<file path="src/rtl/system_monitor_arbiter_rr_if.sv">
// Bundles the channel request inputs and the UART write handshake of the
// system-monitor round-robin arbiter.
interface system_monitor_arbiter_rr_if #(
  parameter int NUM_CH = 8,
  parameter int ADDR_W = 7
) ();
  logic [NUM_CH-1:0]         channelsNewDataValid;
  logic [NUM_CH-1:0]         channelMask;
  logic                      menuDisabled;
  logic                      uart_tx_busy;
  logic                      write_done;
  logic                      uartDisabled;
  logic [$clog2(NUM_CH)-1:0] tx_channel;
  logic [ADDR_W-1:0]         tx_address;
  logic                      write;
  logic                      timeout;
  logic [NUM_CH-1:0]         pending;

  modport master (
    input  channelsNewDataValid, channelMask, menuDisabled, uart_tx_busy, write_done,
    output uartDisabled, tx_channel, tx_address, write, timeout, pending
  );

  modport slave (
    output channelsNewDataValid, channelMask, menuDisabled, uart_tx_busy, write_done,
    input  uartDisabled, tx_channel, tx_address, write, timeout, pending
  );
endinterface

</file>
<file path="src/rtl/system_monitor_arbiter_rr.sv">
// Round-robin arbiter with optional interleaved priority channel; one UART
// write/write_done handshake per grant, guarded by a write_done watchdog.
//
//   state | meaning
//   PARK  | UART path disabled, waiting for menu enable or eligible data
//   SCAN  | looking for an eligible pending channel, latches the grant
//   ISSUE | grant held, waiting for uart_tx_busy to drop before the strobe
//   WAIT  | write issued, waiting for write_done or watchdog expiry
module system_monitor_arbiter_rr #(
  parameter int NUM_CH         = 8,
  parameter int ADDR_W         = 7,
  parameter int PRIO_EN        = 1,
  parameter int PRIO_CH        = 2,
  parameter int TIMEOUT_CYCLES = 4095
) (
  input  logic                         clk,
  input  logic                         reset_n,
  system_monitor_arbiter_rr_if.master  bus
);
  localparam int CH_W = $clog2(NUM_CH);
  localparam int WD_W = $clog2(TIMEOUT_CYCLES + 1);
  localparam logic [WD_W-1:0] WD_LAST = WD_W'(TIMEOUT_CYCLES - 1);
  localparam logic [CH_W-1:0] CH_LAST = CH_W'(NUM_CH - 1);
  localparam logic [CH_W-1:0] CH_PRIO = CH_W'(PRIO_CH);

  typedef enum logic [1:0] {PARK, SCAN, ISSUE, WAIT} state_t;

  state_t            state_q, state_d;
  logic [1:0]        rst_sync;
  logic              rst_i;
  logic [NUM_CH-1:0] pending_q, elig, rr_elig, clr_v;
  logic [CH_W-1:0]   rr_ptr_q, tx_channel_q, sel_ch, ptr_next;
  logic [ADDR_W-1:0] tx_address_q;
  logic [WD_W-1:0]   watchdog_q;
  logic              prio_due_q, write_q, timeout_q;
  logic              load_ch, issue, done_ok, wd_expire;
  int                idx;

  always_ff @(posedge clk or negedge reset_n) begin
    if (!reset_n) rst_sync <= 2'b00;
    else          rst_sync <= {rst_sync[0], 1'b1};
  end
  assign rst_i = rst_sync[1];

  assign elig = pending_q & bus.channelMask;

  // With interleaving on, the priority channel is served by prio_due; the
  // rotation skips it unless nothing else is eligible, so it cannot stall rr_ptr.
  always_comb begin
    rr_elig = elig;
    if (PRIO_EN != 0) rr_elig[PRIO_CH] = 1'b0;
    sel_ch = '0;
    idx    = 0;
    for (int k = NUM_CH - 1; k >= 0; k--) begin
      idx = int'(rr_ptr_q) + k;
      if (idx >= NUM_CH) idx = idx - NUM_CH;
      if (rr_elig[idx]) sel_ch = CH_W'(idx);
    end
    if ((PRIO_EN != 0) && elig[PRIO_CH] && (prio_due_q || (rr_elig == '0)))
      sel_ch = CH_PRIO;
  end

  always_comb begin
    state_d   = state_q;
    load_ch   = 1'b0;
    issue     = 1'b0;
    done_ok   = 1'b0;
    wd_expire = 1'b0;
    case (state_q)
      PARK:  if (!bus.menuDisabled || (elig != '0)) state_d = SCAN;
      SCAN:  if (elig != '0) begin
               load_ch = 1'b1;
               state_d = ISSUE;
             end
      ISSUE: if (!bus.uart_tx_busy) begin
               issue   = 1'b1;
               state_d = WAIT;
             end
      WAIT:  if (bus.write_done) begin
               done_ok = 1'b1;
               state_d = bus.menuDisabled ? PARK : SCAN;
             end else if (watchdog_q == WD_LAST) begin
               wd_expire = 1'b1;
               state_d   = SCAN;
             end
      default: state_d = PARK;
    endcase
  end

  always_comb begin
    clr_v = '0;
    if (done_ok) clr_v[tx_channel_q] = 1'b1;
  end

  assign ptr_next = (tx_channel_q == CH_LAST) ? '0 : tx_channel_q + CH_W'(1);

  always_ff @(posedge clk or negedge rst_i) begin
    if (!rst_i) begin
      state_q      <= PARK;
      pending_q    <= '0;
      rr_ptr_q     <= '0;
      prio_due_q   <= 1'b0;
      tx_channel_q <= '0;
      tx_address_q <= '0;
      write_q      <= 1'b0;
      timeout_q    <= 1'b0;
      watchdog_q   <= '0;
    end else begin
      state_q   <= state_d;
      write_q   <= issue;
      timeout_q <= wd_expire;
      pending_q <= (pending_q & ~clr_v) | bus.channelsNewDataValid;
      if (load_ch) tx_channel_q <= sel_ch;
      if (issue) begin
        tx_address_q <= ADDR_W'(tx_channel_q);
        watchdog_q   <= '0;
      end else if (state_q == WAIT) begin
        watchdog_q <= watchdog_q + WD_W'(1);
      end
      if (done_ok || wd_expire) begin
        if ((PRIO_EN != 0) && (tx_channel_q == CH_PRIO)) begin
          prio_due_q <= 1'b0;
        end else begin
          rr_ptr_q   <= ptr_next;
          prio_due_q <= 1'b1;
        end
      end
    end
  end

  assign bus.uartDisabled = (state_q == PARK);
  assign bus.tx_channel   = tx_channel_q;
  assign bus.tx_address   = tx_address_q;
  assign bus.write        = write_q;
  assign bus.timeout      = timeout_q;
  assign bus.pending      = pending_q;
endmodule

</file>
<file path="src/flat_wrapper.sv">
// flat-port wrapper written by rule: the top's interface ports become plain ports
module system_monitor_arbiter_rr_flat 
#(
  parameter int NUM_CH         = 8,
  parameter int ADDR_W         = 7,
  parameter int PRIO_EN        = 1,
  parameter int PRIO_CH        = 2,
  parameter int TIMEOUT_CYCLES = 4095
)
  (clk, reset_n, bus_channelsNewDataValid, bus_channelMask, bus_menuDisabled, bus_uart_tx_busy, bus_write_done, bus_uartDisabled, bus_tx_channel, bus_tx_address, bus_write, bus_timeout, bus_pending);
  system_monitor_arbiter_rr_if #(.NUM_CH(NUM_CH), .ADDR_W(ADDR_W)) bus_i ();
  input  logic clk;
  input  logic reset_n;
  input wire logic [$bits(bus_i.channelsNewDataValid)-1:0] bus_channelsNewDataValid;
  input wire logic [$bits(bus_i.channelMask)-1:0] bus_channelMask;
  input wire logic [$bits(bus_i.menuDisabled)-1:0] bus_menuDisabled;
  input wire logic [$bits(bus_i.uart_tx_busy)-1:0] bus_uart_tx_busy;
  input wire logic [$bits(bus_i.write_done)-1:0] bus_write_done;
  output wire logic [$bits(bus_i.uartDisabled)-1:0] bus_uartDisabled;
  output wire logic [$bits(bus_i.tx_channel)-1:0] bus_tx_channel;
  output wire logic [$bits(bus_i.tx_address)-1:0] bus_tx_address;
  output wire logic [$bits(bus_i.write)-1:0] bus_write;
  output wire logic [$bits(bus_i.timeout)-1:0] bus_timeout;
  output wire logic [$bits(bus_i.pending)-1:0] bus_pending;
  assign bus_i.channelsNewDataValid = bus_channelsNewDataValid;
  assign bus_i.channelMask = bus_channelMask;
  assign bus_i.menuDisabled = bus_menuDisabled;
  assign bus_i.uart_tx_busy = bus_uart_tx_busy;
  assign bus_i.write_done = bus_write_done;
  assign bus_uartDisabled = bus_i.uartDisabled;
  assign bus_tx_channel = bus_i.tx_channel;
  assign bus_tx_address = bus_i.tx_address;
  assign bus_write = bus_i.write;
  assign bus_timeout = bus_i.timeout;
  assign bus_pending = bus_i.pending;
  system_monitor_arbiter_rr #(.NUM_CH(NUM_CH), .ADDR_W(ADDR_W), .PRIO_EN(PRIO_EN), .PRIO_CH(PRIO_CH), .TIMEOUT_CYCLES(TIMEOUT_CYCLES)) u_core (.clk(clk), .reset_n(reset_n), .bus(bus_i));
endmodule
</file>
<file path="config.mk">
export PLATFORM = sky130hd
export DESIGN_NAME = system_monitor_arbiter_rr_flat
export DESIGN_NICKNAME = d
export VERILOG_FILES = /design/src/rtl/system_monitor_arbiter_rr_if.sv /design/src/rtl/system_monitor_arbiter_rr.sv /design/src/flat_wrapper.sv
export SDC_FILE = /design/constraint.sdc
export NUM_CORES = 1
export LEC_CHECK = 0
export ABC_AREA = 1
export CAP_MARGIN = 20
export CORE_MARGIN = 8
export CORE_UTILIZATION = 30
export DETAILED_ROUTE_END_ITERATION = 8
export PLACE_DENSITY = 0.48
export SETUP_SLACK_MARGIN = 0.02
export SLEW_MARGIN = 20
export SYNTH_ARGS = -nofsm -noshare
export SYNTH_HDL_FRONTEND = slang
export SYNTH_SLANG_ARGS = --single-unit
</file>
<file path="constraint.sdc">
create_clock -name clk -period 1.55 [get_ports clk]
set_clock_uncertainty 0.05 [all_clocks]
set_input_delay 0.31 -clock clk [delete_from_list [all_inputs] [get_ports clk]]
set_output_delay 0.31 -clock clk [all_outputs]
set_load 0.01 [all_outputs]
</file>
==> out/metrics.yaml <==
maxCapViolations: 0
crit_path_start_kind: "flip-flop"
violations: "setup timing"
portBuffers: 37
wl_um: 7410
yosys_most_used_dff: "dfrtp_1"
ys_types: 31
critPathSlowestCell: "dfrtp_1"
dr_total_vias: 2492
syn_area_per_cell_um2: 7.51
drive_gt1_share_pct: 41.4
route.detailed.drc: 0
grt_pass1_vias: 2519
die_w_um: 106
num_antenna_cells: 0
synth_cells: 322
vdd.ir_drop.worst_uv: 723
final_cells: 542
report.final.slew_viol_count: 0
clockBufferDepth: 2
status: "complete, but fails checks"
layout.nets: 471
overflow: 0
yosysTopAreaCell: "dfrtp_1"
fmaxAchievable_mhz: 530
initial_core_util_pct: 31.1
power_leakage_nw: 1.89
grt_usage_pct: 13.2
syn_area_um2: 2420
fp.dieH_um: 106
synth-edff-count: 0
dpl_cell_area_um2: 3410
rsz0062_at_grt: "yes"
hold_viol: 0
critical_path_class: "flip-flop to flip-flop"
hpwl_um: 5480
clock_latency_ns: 0.29
synth_commonest_cells: "nand2_1, inv_1, dfrtp_1, nand3_1, o21ai_0"
multiInputGateArea_um2: 1690
hold_buffers: 0
dp_cells: 516
ys_async_sr_fraction_pct: 100
clock-root-buffer: "clkbuf_8"
finalInstanceArea_um2: 3990
first_pass_iters: 5
core_area_um2: 7770
htree_levels: 2
critical-path-top-delay-family: "simple AND/OR/NAND/NOR gates"
clk_pin_slew_ns: 0.08
die_area_um2: 11200
crit_path_end_kind: "flip-flop"
antenna_found_initial: 0
clkSinkCount: 36
crit_arrival_ns: 2.02
yosys_warnings: 0
ys_top_cells_by_area: "dfrtp_1, nand2_1, nand3_1, inv_1, nand3_2"
antenna_left: 0
critical_path_buf_inv_count: 2
fill_cells: 763
post-route-period-util_pct: 122
detail_route.wl_per_cell_um: 13.7
area_delta_synth_final_pct: 65.0
yosysMostFrequentCell: "nand2_1"
regArea_um2: 906
crit_required_ns: 1.68
routabilityCongestion: 0.815
path_cells: "buf_4 > ha_2 > xnor2_2 > nand3_4 > nand2_4 > inv_2 > nand3_2 > nand3_1 > nand2_1 > nand2_1 > nand2_1 > nand2_1 > nand2_1 > a21oi_2"
synth_top_cell_area_share_pct: 37.2
cts_buffers: 5
io_pins: 42
cp_slowest_stage_delay_ns: 0.41
fin_crit_ns: 1.89
crit_path_frequent_cell: "nand2_1"
ys_ff_latch: 36
crit_fanout: 5
grt_max_degree: 35
cts_tree: "done"
synth_seq_area_share_pct: 37.2
drt-vias-per-instance: 4.60
num_rows: 32
hold_class: "primary input to asynchronous set/reset pin"
drtIter0Drc: 82
setup_viol_count_final: 8
worst_slack_ns: -0.338
grt_pass1_wl_um: 12100
power.density_nw_per_um2: 1960
-- state kept, by name (all words and copies together) (netlist names) --
signal	flops
u_core.bus.pending	8
u_core.bus.write	1
u_core.rr_ptr_q	3
u_core.watchdog_q	12
u_core.prio_due_q	1
u_core.state_q	2
u_core.bus.tx_address	3
u_core.bus.timeout	1
u_core.bus.tx_channel	3
u_core.rst_sync	2
-- layout by cell type (no fill, tap or decap), types with 3 or more instances in the layout --
| cell type | instances |
|---|---|
| clkbuf_8 | 5 |
| clkdlybuf4s15_1 | 4 |
| clkdlybuf4s50_1 | 19 |
| nand2_2 | 12 |
| a21oi_2 | 4 |
| o21ai_2 | 4 |
| nand4_1 | 3 |
| inv_1 | 30 |
| nand2_1 | 67 |
| dlygate4sd2_1 | 12 |
| nand3_1 | 27 |
| nand3_2 | 15 |
| buf_6 | 3 |
| ha_1 | 5 |
| inv_2 | 10 |
| nand3_4 | 8 |
| nand2_4 | 3 |
| nor2_4 | 6 |
| conb_1 | 5 |
| ha_4 | 4 |
| a21oi_1 | 17 |
| o21ai_0 | 14 |
| buf_4 | 74 |
| nor3_2 | 3 |
| dfrtp_1 | 32 |
| dfrtp_2 | 4 |
| o21ai_1 | 8 |
| nor2_1 | 10 |
-- worst reg2reg max path: cells and delay by family, from the launching register on --
kind,cells,cell delay [ns]
compound gates,1,0.05
flops,1,0.41
simple gates,9,0.62
fa+ha+maj,1,0.23
xor+xnor,1,0.21
buf+inv,2,0.18
-- power breakdown --
part           internal [W]  total [W]  switching, W
combinational       0.00259    0.00565       0.00306
clock              0.000314   0.000679      0.000365
sequential          0.00118    0.00149      0.000310
total               0.00408    0.00782       0.00373
-- layer usage --
| metal | vias up | GRT usage (%) | part of all wire [%] |
|---|---|---|---|
| li1 | 1291 | - | - |
| met1 | 1141 | 16.3 | 47 |
| met2 | 49 | 22.4 | 48 |
| met3 | 11 | 3.29 | 4.0 |
| met4 | 0 | 2.81 | 1.2 |
| met5 | - | 0 | 0 |
-- worst paths after layout --
kind                               startpoint                  endpoint  slack, ns  depth (start not counted)
hold reg to reg            u_core.rst_sync[1]         u_core.state_q[1]       0.22                          1
hold / removal                        reset_n        u_core.rst_sync[1]       0.12                          1
setup / recovery           u_core.rr_ptr_q[0]  u_core.bus.tx_channel[1]      -0.34                         14
min in group clk           u_core.rst_sync[0]        u_core.rst_sync[1]       0.32                          0
setup reg to reg           u_core.rr_ptr_q[0]  u_core.bus.tx_channel[1]      -0.34                         14
max in group asynchronous  u_core.rst_sync[1]        u_core.rr_ptr_q[2]       0.88                          1
-- per-stage QoR --
stage / TNS [ns] / setup WS [ns] / hold WS, ns / power [W] / util [%]
6_report: -1.56 / -0.338 / 0.124 / 0.00782 / 51.4
5_1_grt: -2.95 / -0.467 / 0.123 / 0.00855 / 51.4
4_1_cts: -1.43 / -0.300 / 0.119 / 0.00717 / 47.5
3_5_place_dp: -3.35 / -0.538 / 0.250 / 0.00604 / 43.8
3_3_place_gp: -3.07 / -0.531 / 0.251 / 0.00605 / 43.8
2_1_floorplan: -0.833 / -0.310 / -0.0356 / 0.00442 / -
-- what timing repair did --
item | 4_1_cts | 5_1_grt
gates cloned | 0 | 1
setup buffers | 10 | 8
pin swaps | 10 | 13
hold endpoints to repair | 0 | 0
setup endpoints to repair | 29 | 28
resized for setup | 57 | 61
-- area by class of cell --
type                    count  share of cell area [%]
inverters                  42                    4.26
clock buffers               5                    1.72
clock inverters             3                   0.470
repair buffers            117                    25.2
flip-flops and latches     36                    22.7
well taps                 102                    3.20
multi-input cells         237                    42.4
-- logic make-up (layout without fill, tap and decap cells) --
logic type	count (synthesis)	after routing	synth area share, %
xor+xnor	5	5	2.90
fa+ha+maj	11	11	5.69
simple gates	160	160	31.6
other cells	2	5	0.311
compound gates	56	56	12.5
flops	36	36	37.2
buf+inv	52	167	9.83
Power figures use the tool's default switching activity.
